<file path="config.mk">
export PLATFORM = sky130hd
export DESIGN_NAME = demux_channel_sequencer
export DESIGN_NICKNAME = d
export VERILOG_FILES = /design/src/rtl/demux_channel_sequencer.sv
export SDC_FILE = /design/constraint.sdc
export NUM_CORES = 1
export LEC_CHECK = 0
export CAP_MARGIN = 10
export CORE_MARGIN = 2
export CORE_UTILIZATION = 50
export CTS_CLUSTER_SIZE = 8
export DETAILED_ROUTE_END_ITERATION = 12
export DONT_BUFFER_PORTS = 1
export GPL_TIMING_DRIVEN = 0
export PLACE_DENSITY_LB_ADDON = 0.12
export SLEW_MARGIN = 20
export SYNTH_ARGS = -nofsm -noshare
export SYNTH_HDL_FRONTEND = slang
export SYNTH_SLANG_ARGS = --single-unit
</file>
<file path="constraint.sdc">
create_clock -name clk -period 4.27 [get_ports clk]
set_input_delay 1.0675 -clock clk [delete_from_list [all_inputs] [get_ports clk]]
set_output_delay 1.0675 -clock clk [all_outputs]
set_load 0.02 [all_outputs]
</file>
<file path="src/rtl/demux_channel_sequencer.sv">
// Sequencer for an N-way 1-bit demux: walks a latched channel mask and holds each
// enabled channel for dwell+1 cycles. Optional macro CONTINUOUS_SCAN_EN wraps the scan.
module demux_channel_sequencer #(
  parameter  int N       = 64,
  parameter  int DWELL_W = 8,
  localparam int SW      = $clog2(N)
) (
  input  logic               clk,
  input  logic               rst_n,
  input  logic               start,
  input  logic               stop,
  input  logic [N-1:0]       chan_mask,
  input  logic [DWELL_W-1:0] dwell,
  input  logic               data_src,
  output logic [SW-1:0]      sel,
  output logic               data_out,
  output logic               chan_valid,
  output logic               busy,
  output logic               done
);

  typedef enum logic [1:0] {IDLE, DWELL, DONE} state_t;

  state_t             state, state_n;
  logic [SW-1:0]      sel_n;
  logic [DWELL_W-1:0] cnt, cnt_n;
  logic [N-1:0]       mask_q, mask_n;
  logic [DWELL_W-1:0] dwell_q, dwell_n;
  logic               wrap_q, wrap_n;
  logic [SW:0]        first_hit;
  logic [SW:0]        next_hit;

  // Lowest set bit of m with index >= base (incl) or > base; MSB flags a hit.
  function automatic logic [SW:0] find_set(input logic [N-1:0] m,
                                           input logic [SW-1:0] base,
                                           input logic incl);
    logic [SW:0] r;
    r = '0;
    for (int unsigned i = 0; i < N; i++) begin
      if (!r[SW] && m[i] && (incl ? (SW'(i) >= base) : (SW'(i) > base))) begin
        r = {1'b1, SW'(i)};
      end
    end
    return r;
  endfunction

  always_comb begin
    first_hit = find_set(chan_mask, '0, 1'b1);
    next_hit  = find_set(mask_q, sel, 1'b0);
  end

`ifdef CONTINUOUS_SCAN_EN
  logic [SW:0] wrap_hit;
  always_comb wrap_hit = find_set(mask_q, '0, 1'b1);
`endif

  always_ff @(posedge clk or negedge rst_n) begin
    if (!rst_n) begin
      state   <= IDLE;
      sel     <= '0;
      cnt     <= '0;
      mask_q  <= '0;
      dwell_q <= '0;
      wrap_q  <= 1'b0;
    end else begin
      state   <= state_n;
      sel     <= sel_n;
      cnt     <= cnt_n;
      mask_q  <= mask_n;
      dwell_q <= dwell_n;
      wrap_q  <= wrap_n;
    end
  end

  always_comb begin
    state_n = state;
    sel_n   = sel;
    cnt_n   = cnt;
    mask_n  = mask_q;
    dwell_n = dwell_q;
    wrap_n  = 1'b0;
    if (stop) begin
      state_n = IDLE;
    end else begin
      case (state)
        IDLE: begin
          if (start) begin
            mask_n  = chan_mask;
            dwell_n = dwell;
            if (first_hit[SW]) begin
              state_n = DWELL;
              sel_n   = first_hit[SW-1:0];
              cnt_n   = dwell;
            end else begin
              state_n = DONE;
            end
          end
        end
        DWELL: begin
          if (cnt != '0) begin
            cnt_n = cnt - 1'b1;
          end else if (next_hit[SW]) begin
            sel_n = next_hit[SW-1:0];
            cnt_n = dwell_q;
          end else begin
`ifdef CONTINUOUS_SCAN_EN
            // Mask is non-empty here, so the wrap target always exists.
            sel_n  = wrap_hit[SW-1:0];
            cnt_n  = dwell_q;
            wrap_n = 1'b1;
`else
            state_n = DONE;
`endif
          end
        end
        DONE:    state_n = IDLE;
        default: state_n = IDLE;
      endcase
    end
  end

  always_comb begin
    chan_valid = (state == DWELL);
    busy       = (state == DWELL);
    done       = (state == DONE) | wrap_q;
    data_out   = chan_valid & data_src;
  end

endmodule
</file>
==> metrics.txt <==
outcome finished with violations; failing checks setup timing; Post-synth EDFFs 0; Max Cap Viol 0; io pins 87; relative slew slack roughly two fifths; ys flop type dfrtp_1; largest net degree at the start of global routing a little under 90; Adder-Cell Fraction of Synth Area less than 1%; critical path endpoint category flip-flop; Cells after DPL 980; placement-stage cell area a little under 0.007 mm^2; final hold slack 0.399 ns; via count just over 7,000; Leak Pwr 2.73 nW; Post-Synth Simple-Gate Area 25.4%; Post-Synthesis Cells approximately 800; Clock Path Buffers 2; syn avg cell area 8.23 um^2; Slew @ Worst Pin about 0.87 ns; post-route insts no fill ~1,000; M3 GR Usage 11.2%; maximum fanout along the worst path 10; setup tns final -0.154 ns; most common cell after layout, fill and taps aside dfrtp_1; Compound-Gate Fraction of Synth Area 24.8%; most frequent cells in the layout dfrtp_1, nor2_1, nand2_1; Final HPWL DP 19,800 um; worst r2r path cells 13; first-pass GRT wire length 39,100 um; nets 896; routed vias/inst 7.09; minimum clock period 4.36 ns; multi-input logic area 0.00418 mm^2; clock transition at the registers of the reported paths around 0.070 ns; main combinational cell family by area after synthesis simple AND/OR/NAND/NOR gates; Final Cell Area 0.00720 mm^2; Setup WS post-layout -0.0886 ns; sequential area share after synthesis 32.9%; Hold Path Class in2async; arrival time at the worst endpoint between 4 and 5 ns; Warnings, synthesis 0; DIE AREA 0.0142 mm^2; fin crit share 102%; Avg WL per Cell approximately 26 um; endpoints failing setup 2; final WL roughly 26,000 um; Worst Path Required 4.51 ns; M2 GR Usage a little over half; clock sink total 87; mux cell area share after synthesis 11.2%; cell row count 42; number of routed nets with antenna violations 0; TritonCTS buffer count 9; Root Buffer clkbuf_16; Layout fillers 1,233; TritonCTS clock tree built; 1st-iter DRT viols 841; clock latency on the worst-skew pair 0.36 ns; post-synthesis xor/xnor area fraction 0.662%; Setup Skew 0.00758 ns; Unique masters post-synth 82; M1 GR Usage 50.1%; layout cells sized above 1 15.5%; area delta synth->final 8.89%; Setup CP Type reg2reg; Max VDD drop 0.000253 V; reg2reg start sel[2]$_DFFE_PN0P_; initial antenna violation count 1; DIE HEIGHT 119 um; core area 0.0131 mm^2; mapped cell area 0.00662 mm^2; Initial Util 50.6%; total track usage 36.7%; TritonRoute pass-1 iters 7; vias in the first global route 6,746; Routability Congestion about 1; Remaining DRCs 0; Synth Net Count around 880; reg2reg end sel[0]$_DFFE_PN0P_; ys async rst share 100%; Most Crowded Layer GR met2; power density over the cells 467 mW/mm^2; final hold viol count 0; f_max 229 MHz; Chip Width 119 um; H-tree depth 3; Seq. cell area 0.00218 mm^2; R2R Setup Slk -0.09 ns; total global routing overflow 0; Final Max Slew Viols 0; antenna cell count 0; I/O Buffers 0; CP Launch Type flip-flop; flops & latches, synth 87
[cell usage after synthesis (14+ instances only)]
master    number  area, um^2
o21ai_0       44         220
clkbuf_1      23        86.3
inv_1         32         120
nand2b_1      15        93.8
o22ai_1       14        87.6
nor4_1        30         188
dfrtp_1       87        2180
nand3_1       24         120
a211oi_1      15         113
nor2_1        81         304
a21oi_1       58         290
nand2_1       68         255
nor3_1        30         150
mux2_2        64         721
[per-stage QoR]
step           power, mW  setup WS [ns]  util, %
6_report            3.36        -0.0886     55.1
3_5_place_dp        2.42         -0.165     52.3
5_1_grt             3.48        -0.0151     55.1
3_3_place_gp        2.41         -0.214     52.2
2_1_floorplan       2.00          0.861        -
4_1_cts             3.28        0.00163     54.7
[state kept, by name, summed over array words and instances, names as in the netlist]
signal and count:
state 2, cnt 8, sel 6, dwell_q 8, mask_q 63
[what timing repair did]
action	4_1_cts	5_1_grt
endpoints found under the setup margin	1	14
resized for setup	3	13
pin swaps	0	1
buffers inserted	0	2
hold buffers	0	0
[cell type report]
cell class / count / share of cell area (%)
Inverter: 33 / 1.72
Sequential cell: 87 / 30.2
Clock buffer: 12 / 3.28
Buffer: 41 / 2.61
Tap cell: 176 / 3.06
Multi-Input combinational cell: 643 / 58.0
Clock inverter: 3 / 0.955
Timing Repair Buffer: 2 / 0.208
[worst max-delay path by stage]
stage | depth (start not counted) | slack [ns] | from | end
floorplan | 9 | 0.86 | chan_mask[1] | sel[4]$_DFFE_PN0P_
global placement | 13 | -0.21 | sel[2]$_DFFE_PN0P_ | sel[0]$_DFFE_PN0P_
detailed placement | 9 | -0.16 | chan_mask[1] | sel[4]$_DFFE_PN0P_
CTS | 13 | 0.002 | sel[2]$_DFFE_PN0P_ | sel[0]$_DFFE_PN0P_
global route | 13 | -0.02 | sel[2]$_DFFE_PN0P_ | sel[0]$_DFFE_PN0P_
finish | 13 | -0.09 | sel[2]$_DFFE_PN0P_ | sel[0]$_DFFE_PN0P_
[layer usage]
metal	part of all wire [%]	routed length (um)	up-vias
met5	0.031	8	-
met4	3.1	799	2
met3	11	2850	56
met2	44	11300	426
met1	42	10800	3496
li1	-	-	3087
[cells by family (layout without fill, tap and decap cells)]
kind of cell | Yosys count | count (layout)
buf+inv | 74 | 91
flops | 87 | 87
xor+xnor | 5 | 5
mux | 66 | 66
fa+ha+maj | 2 | 2
compound gates | 244 | 244
simple gates | 326 | 326
[worst max-delay path: stages (launching register included)]
cell and delay (ns):
dfrtp_1 0.45, buf_2 0.33, buf_2 0.32, clkbuf_2 0.33, buf_1 0.49, a21oi_1 0.21
nor2b_1 0.29, o21ai_0 0.16, nand3_1 0.15, a2bb2oi_1 0.38, o22ai_1 0.14, nor4b_1 0.52
nand4_1 0.20, a31o_1 0.26
[power by group]
| group | internal, mW | leakage (nW) | total [mW] | switching (mW) |
|---|---|---|---|---|
| clock | 0.512 | 0.147 | 0.860 | 0.348 |
| combinational | 0.484 | 1.55 | 1.33 | 0.843 |
| sequential | 0.980 | 1.03 | 1.18 | 0.197 |
Power figures use the tool's default switching activity.
